===== src/rtl/regbank_sb.sv =====
// Register bank with a per-register pending-write scoreboard and hazard stall.
// Optional feature: define REGFILE_BYPASS_EN for same-cycle writeback forwarding.
`ifndef REG_ADDR
`define REG_ADDR 5
`endif
`ifndef REG_SIZE
`define REG_SIZE 32
`endif

module regbank_sb (
  input  logic                 clk,
  input  logic                 reset,
  input  logic [`REG_ADDR-1:0] src_reg1,
  input  logic [`REG_ADDR-1:0] src_reg2,
  output logic [`REG_SIZE-1:0] rin_reg1,
  output logic [`REG_SIZE-1:0] rin_reg2,
  input  logic                 issue_valid,
  input  logic [`REG_ADDR-1:0] issue_dest,
  input  logic                 wb_regwrite,
  input  logic [`REG_ADDR-1:0] wb_dest,
  input  logic [`REG_SIZE-1:0] wb_data,
  output logic                 stall,
  output logic                 sb_error
);

  localparam int AW = `REG_ADDR;
  localparam int DW = `REG_SIZE;
  localparam int NR = 1 << AW;

  logic [DW-1:0] regs_q [NR];
  logic [1:0]    pend_q [NR];
  logic [1:0]    pend_d [NR];
  logic          err_q;
  logic          err_d;

  logic          wb_we;
  logic          issue_acc;
  logic          busy1;
  logic          busy2;
  logic          dest_full;
  logic [DW-1:0] rd1;
  logic [DW-1:0] rd2;

  // Register 0 is never written, so its storage stays at its reset value of 0.
  assign wb_we = wb_regwrite && (wb_dest != '0);
  assign rd1   = regs_q[src_reg1];
  assign rd2   = regs_q[src_reg2];

`ifdef REGFILE_BYPASS_EN
  logic byp1;
  logic byp2;

  // A writeback retiring the last pending write un-busies the source this cycle.
  assign byp1     = wb_we && (src_reg1 == wb_dest);
  assign byp2     = wb_we && (src_reg2 == wb_dest);
  assign busy1    = (src_reg1 != '0) && (pend_q[src_reg1] != 2'd0) &&
                    !(byp1 && (pend_q[src_reg1] == 2'd1));
  assign busy2    = (src_reg2 != '0) && (pend_q[src_reg2] != 2'd0) &&
                    !(byp2 && (pend_q[src_reg2] == 2'd1));
  assign rin_reg1 = byp1 ? wb_data : rd1;
  assign rin_reg2 = byp2 ? wb_data : rd2;
`else
  assign busy1    = (src_reg1 != '0) && (pend_q[src_reg1] != 2'd0);
  assign busy2    = (src_reg2 != '0) && (pend_q[src_reg2] != 2'd0);
  assign rin_reg1 = rd1;
  assign rin_reg2 = rd2;
`endif

  assign dest_full = issue_valid && (pend_q[issue_dest] == 2'd3);
  assign stall     = busy1 || busy2 || dest_full;
  assign issue_acc = issue_valid && !stall && (issue_dest != '0);

  // Issue and writeback to the same register cancel; saturation is guarded
  // by the stall, but the increment is still clamped at 3.
  always_comb begin
    for (int i = 0; i < NR; i++) begin
      pend_d[i] = pend_q[i];
      if (i != 0) begin
        if (issue_acc && (issue_dest == AW'(i)) && wb_we && (wb_dest == AW'(i))) begin
          pend_d[i] = pend_q[i];
        end else if (issue_acc && (issue_dest == AW'(i))) begin
          if (pend_q[i] != 2'd3) pend_d[i] = pend_q[i] + 2'd1;
        end else if (wb_we && (wb_dest == AW'(i)) && (pend_q[i] != 2'd0)) begin
          pend_d[i] = pend_q[i] - 2'd1;
        end
      end else begin
        pend_d[i] = 2'd0;
      end
    end
  end

  // Any writeback (register 0 included) without a pending write is an error.
  assign err_d    = err_q || (wb_regwrite && (pend_q[wb_dest] == 2'd0));
  assign sb_error = err_q;

  always_ff @(posedge clk or negedge reset) begin
    if (!reset) begin
      for (int i = 0; i < NR; i++) begin
        regs_q[i] <= '0;
        pend_q[i] <= 2'd0;
      end
      err_q <= 1'b0;
    end else begin
      if (wb_we) regs_q[wb_dest] <= wb_data;
      for (int i = 0; i < NR; i++) begin
        pend_q[i] <= pend_d[i];
      end
      err_q <= err_d;
    end
  end

endmodule


===== config.mk =====
export PLATFORM = sky130hd
export DESIGN_NAME = regbank_sb
export DESIGN_NICKNAME = d
export VERILOG_FILES = /design/src/rtl/regbank_sb.sv
export SDC_FILE = /design/constraint.sdc
export NUM_CORES = 2
export LEC_CHECK = 0
export CORE_MARGIN = 1.5
export CORE_UTILIZATION = 45
export CTS_BUF_LIST = sky130_fd_sc_hd__clkbuf_8 sky130_fd_sc_hd__clkbuf_16
export CTS_CLUSTER_DIAMETER = 150
export CTS_CLUSTER_SIZE = 20
export DETAILED_ROUTE_END_ITERATION = 10
export PLACE_DENSITY = 0.65
export REMOVE_ABC_BUFFERS = 1
export SYNTH_ARGS = -nofsm -noshare
export SYNTH_HDL_FRONTEND = slang
export SYNTH_SLANG_ARGS = --single-unit

===== constraint.sdc =====
create_clock -name clk -period 6.81 [get_ports clk]
set_input_delay 0.681 -clock clk [delete_from_list [all_inputs] [get_ports clk]]
set_output_delay 0.681 -clock clk [all_outputs]
set_load 0.05 [all_outputs]

# == Word-level counts from Yosys, hierarchy flattened ==
# Cells that the tools add are included.
# word_totals
regBits,1087
word_cells,672
# classes
n_addsub,62
magnitude_cmp,5
eq_ne,125
mux,114
bitwise_logic,35
reduce_logical,267
# ops
operator,n
$bwmux 1024,1
$bmux 32 s5,2
$mux 2,101
$logic_and 1x1->1,163
$demux 32 s5,1
$eq 5x5->1 const B,32
$mux 32,5
$reduce_bool 2->1,64
$reduce_and 3->1,31
$eq 5x4->1 const B,16
$add 2x1->2 const B,31
$ne 2x1->1 const B,31
$ne 2x2->1 const B,31
$sub 2x1->2 const B,31
$bmux 2 s5,4
$eq 5x3->1 const B,8
$not 1->1,31
$ge 6x6->1 const B,4
$not 5->6,4
$eq 5x2->1 const B,4
$reduce_bool 5->1,4
$eq 5x1->1 const B,2
$lt 6x1->1 const B,1
$logic_or 1x1->1,3
3 further kinds,3

# == Longest topological paths before layout ==
# logic_depth
ltp_word,16
mapped_depth,12
depth_no_buf,8

# == Worst setup path after synthesis ==
# OpenSTA, ideal clock, no wires.
# synth_timing
path_kind,input -> output
startpoint,input src_reg1[0]
endpoint,output rin_reg1[0]
arrival_time_ns,3.264
setup_slack_ns,2.865
path_stages,7
path_buffers,4
path_cell_list,buf_2 > buf_2 > buf_2 > buf_1 > mux4_2 > mux4_2 > mux2_2
# synth_between
elab_chain_len,4
# synth_rtl
item,line_no,rtl
start: declaration,13,"input logic [`REG_ADDR-1:0] src_reg1,"
$not 5->6 (implied by the code),46,assign rd1 = regs_q[src_reg1];
$bmux 32 s5,46,
$mux 32 (implied by the code) (2 in series),46,
end: declaration,15,"output logic [`REG_SIZE-1:0] rin_reg1,"
# Every way passes these cells. The select of a mux whose other input is x is not followed.

# == Worst setup path after layout ==
# layout_timing
startpoint,input src_reg2[0]
endpoint,output rin_reg2[6]
# layout_between
elab_chain_len,4
# layout_rtl
item,line_no,rtl
start: declaration,14,"input logic [`REG_ADDR-1:0] src_reg2,"
$not 5->6 (implied by the code),47,assign rd2 = regs_q[src_reg2];
$bmux 32 s5,47,
$mux 32 (implied by the code) (2 in series),47,
end: declaration,16,"output logic [`REG_SIZE-1:0] rin_reg2,"
# Every way passes these cells. The select of a mux whose other input is x is not followed.

==> summary.md <==
| Metric | Value |
|---|---|
| Status | `finished with violations` |
| Failing checks | `negative hold slack` |
| Syn Area/Cell | `12.22 um^2` |
| Detail Route Antenna Nets | `0` |
| GR peak layer | `met2` |
| Routed WL per cell | `29.61 um` |
| Final nets | `4720` |
| Detailed-route wire length | `190200 um` |
| Root Driver | `clkbuf_16` |
| CTS resizes | `0` |
| Clock transition at path regs | `90 ps` |
| Routed vias | `41600` |
| Non-Filler Instances | `6424` |
| Top cell by count, worst path | `mux4_2` |
| Global-route wire length before repair | `283600 um` |
| Multi-input logic area | `0.03055 mm^2` |
| # DRC | `0` |
| Grt met3 use | `5.750%` |
| Synth Register Bits | `1087` |
| Crit-path cells | `buf_8 > buf_4 > mux4_2 > mux4_2 > mux2_2 > clkdlybuf4s50_1` |
| Worst slew pin tran | `1390 ps` |
| Total GRT Usage | `28.41%` |
| GP Congestion | `0.9077` |
| Sequential area share after synthesis | `45.78%` |
| Largest net degree at the start of global routing | `169` |
| Slew Limit Headroom | `6.996%` |
| Worst path slowest cell | `clkdlybuf4s50_1` |
| Leakage | `0.02825 uW` |
| Reg area | `0.02720 mm^2` |
| Initial DRC Count | `5061` |
| Grt met1 use | `40.33%` |
| Peak Freq | `0.2083 GHz` |
| Total CTS buffers | `60` |
| Setup_tns | `0 ps` |
| Pwr Total | `16860 uW` |
| CP delay by family, top | `buffers and inverters` |
| VDD IR max | `223.1 uV` |
| Final hold violations | `23` |
| Slowest stage delay, CP | `710 ps` |
| Layout cells sized above 1 | `31.46%` |
| Hold buffers post-CTS | `0` |
| Mapped Area | `0.05942 mm^2` |
| CTS tree | `yes` |
| CP Capture Type | `output pin` |
| Drt pass-1 iters | `6` |
| Cell Rows | `133` |
| Vias in the first global route | `41560` |
| Clk_skew | `17.26 ps` |
| Initial antenna violation count | `6` |
| PortBufs | `121` |
| CP Data Arrival Time | `4120 ps` |
| Vias/cell | `6.475` |
| Mapped Cells | `4864` |
| Crit share post-route | `70.51%` |
| Clock buffer depth | `3` |
| Full die area | `0.1342 mm^2` |
| Clk Latency, worst-skew pair | `720 ps` |
| Power per cell area | `264.3 mW/mm^2` |
| Post-CTS Setup Bufs | `0` |
| Worst path required time | `6130 ps` |
| H-tree depth | `2` |
| Area Overhead vs Synth | `7.338%` |
| Hold Path Class | `input port to asynchronous set/reset pin` |
| Clock sinks | `1087` |
| Unrepaired setup endpoints after global routing | `no` |
| Filler Cells Inserted | `11410` |
| IO Pins | `122` |
| Main synth FF type | `dfrtp_1` |
| Post-DP HPWL | `106300 um` |
| Starting density of the core | `45.26%` |
| Endpoints failing setup | `0` |
| Cells after DPL | `6356` |
| Final core occ | `48.58%` |
| GRT overflow | `0` |
| Max-cap violation count | `0` |
| Worst Path Buf+Inv | `3` |
| Die X | `366.4 um` |
| CP Launch Type | `input port` |
| Post-synth EDFFs | `0` |
| Asr flop ratio synth | `100.0%` |
| Kind of critical path | `input port to output pin` |
| Met2 GRT Util | `43.51%` |
| Period minus WS final | `4802 ps` |
| Hold slack | `-25.89 ps` |
| Crit-path max FO | `59` |
| Core Area | `0.1313 mm^2` |
| Die height | `366.4 um` |
| Yosys warning total | `0` |
| Max-slew violation count | `0` |
| Yosys cell types | `72` |
-- cell type report --
type | count | share of cell area (%)
antenna | 3 | 0.01177
clock buffer | 61 | 2.393
clock inverter | 3 | 0.05297
inverter | 17 | 0.1000
multi-input combinational | 3284 | 47.90
sequential | 1087 | 42.65
tap | 1755 | 3.443
timing repair buffer | 214 | 3.449
-- flip-flops by register name (all words and copies together), names as in the netlist --
signal    count
regs_q     1024
sb_error      1
pend_q       62
-- logic make-up after synthesis --
logic type,Yosys count,synth area share (%)
simple gates,1835,12.61
mux,1264,36.31
flops,1087,45.78
buf+inv,493,3.220
compound gates,182,2.040
xor+xnor,3,0.04423
-- through the flow --
stage,setup slack [ps],area (um^2)
floorplan,3387,57570
global placement,1941,62190
detailed placement,1934,62190
CTS,1921,63750
global route,1791,63780
finish,2008,63780
-- final timing paths --
| check | endpoint | slack [ps] | cells past startpoint | from |
|---|---|---|---|---|
| max reg2reg | pend_q[34] | 3060 | 9 | pend_q[32] |
| max in group asynchronous | regs_q[920] | 5270 | 2 | reset |
| min reg2reg | regs_q[995] | 400 | 0 | regs_q[995] |
| min | regs_q[482] | -30 | 1 | reset |
| max | rin_reg2[6] | 2010 | 6 | src_reg2[0] |
| min in group clk | regs_q[995] | 400 | 0 | regs_q[995] |
-- layer usage --
layer	vias to the layer above	part of all wire (%)	wire length, um
li1	17010	-	-
met1	21940	40	75860
met2	2243	46	88120
met3	403	9.8	18700
met4	2	3.9	7513
met5	-	0.0068	13
-- cell usage in the layout, fill, tap and decap left out, types with 21 or more instances in the layout --
cell and instances:
a21oi_1 35, buf_12 22, buf_4 74, clkbuf_16 61, clkdlybuf4s50_1 110, dfrtp_1 1087, mux2_2 581, mux2i_1 28
mux4_2 655, nand2_1 1499, nand3_1 43, nor2_1 76, nor2_4 21, nor3_1 26, nor4_1 25, o21ai_0 58
-- Yosys cell counts (14+ instances only) --
cell      instances  area share [%]
a21oi_1          35            0.29
nor3_1           26            0.22
nor2_1           97            0.61
nor4_1           25            0.26
buf_1            51            0.32
nand2_1        1521             9.6
mux4_2          655              25
o21ai_0          58            0.49
mux2i_1          28            0.47
nand4_1          14            0.15
clkbuf_1        396             2.5
nand3_1          43            0.36
dfrtp_1        1087              46
buf_2            23            0.19
nor3b_1          19            0.24
inv_1            17            0.11
mux2_2          581              11
-- where the power goes --
group | switching (uW) | total, uW | internal (uW)
registers | 955 | 8580 | 7630
logic | 2040 | 4440 | 2400
clock network | 2240 | 3830 | 1590
total | 5230 | 16900 | 11600
Power figures use the tool's default switching activity.
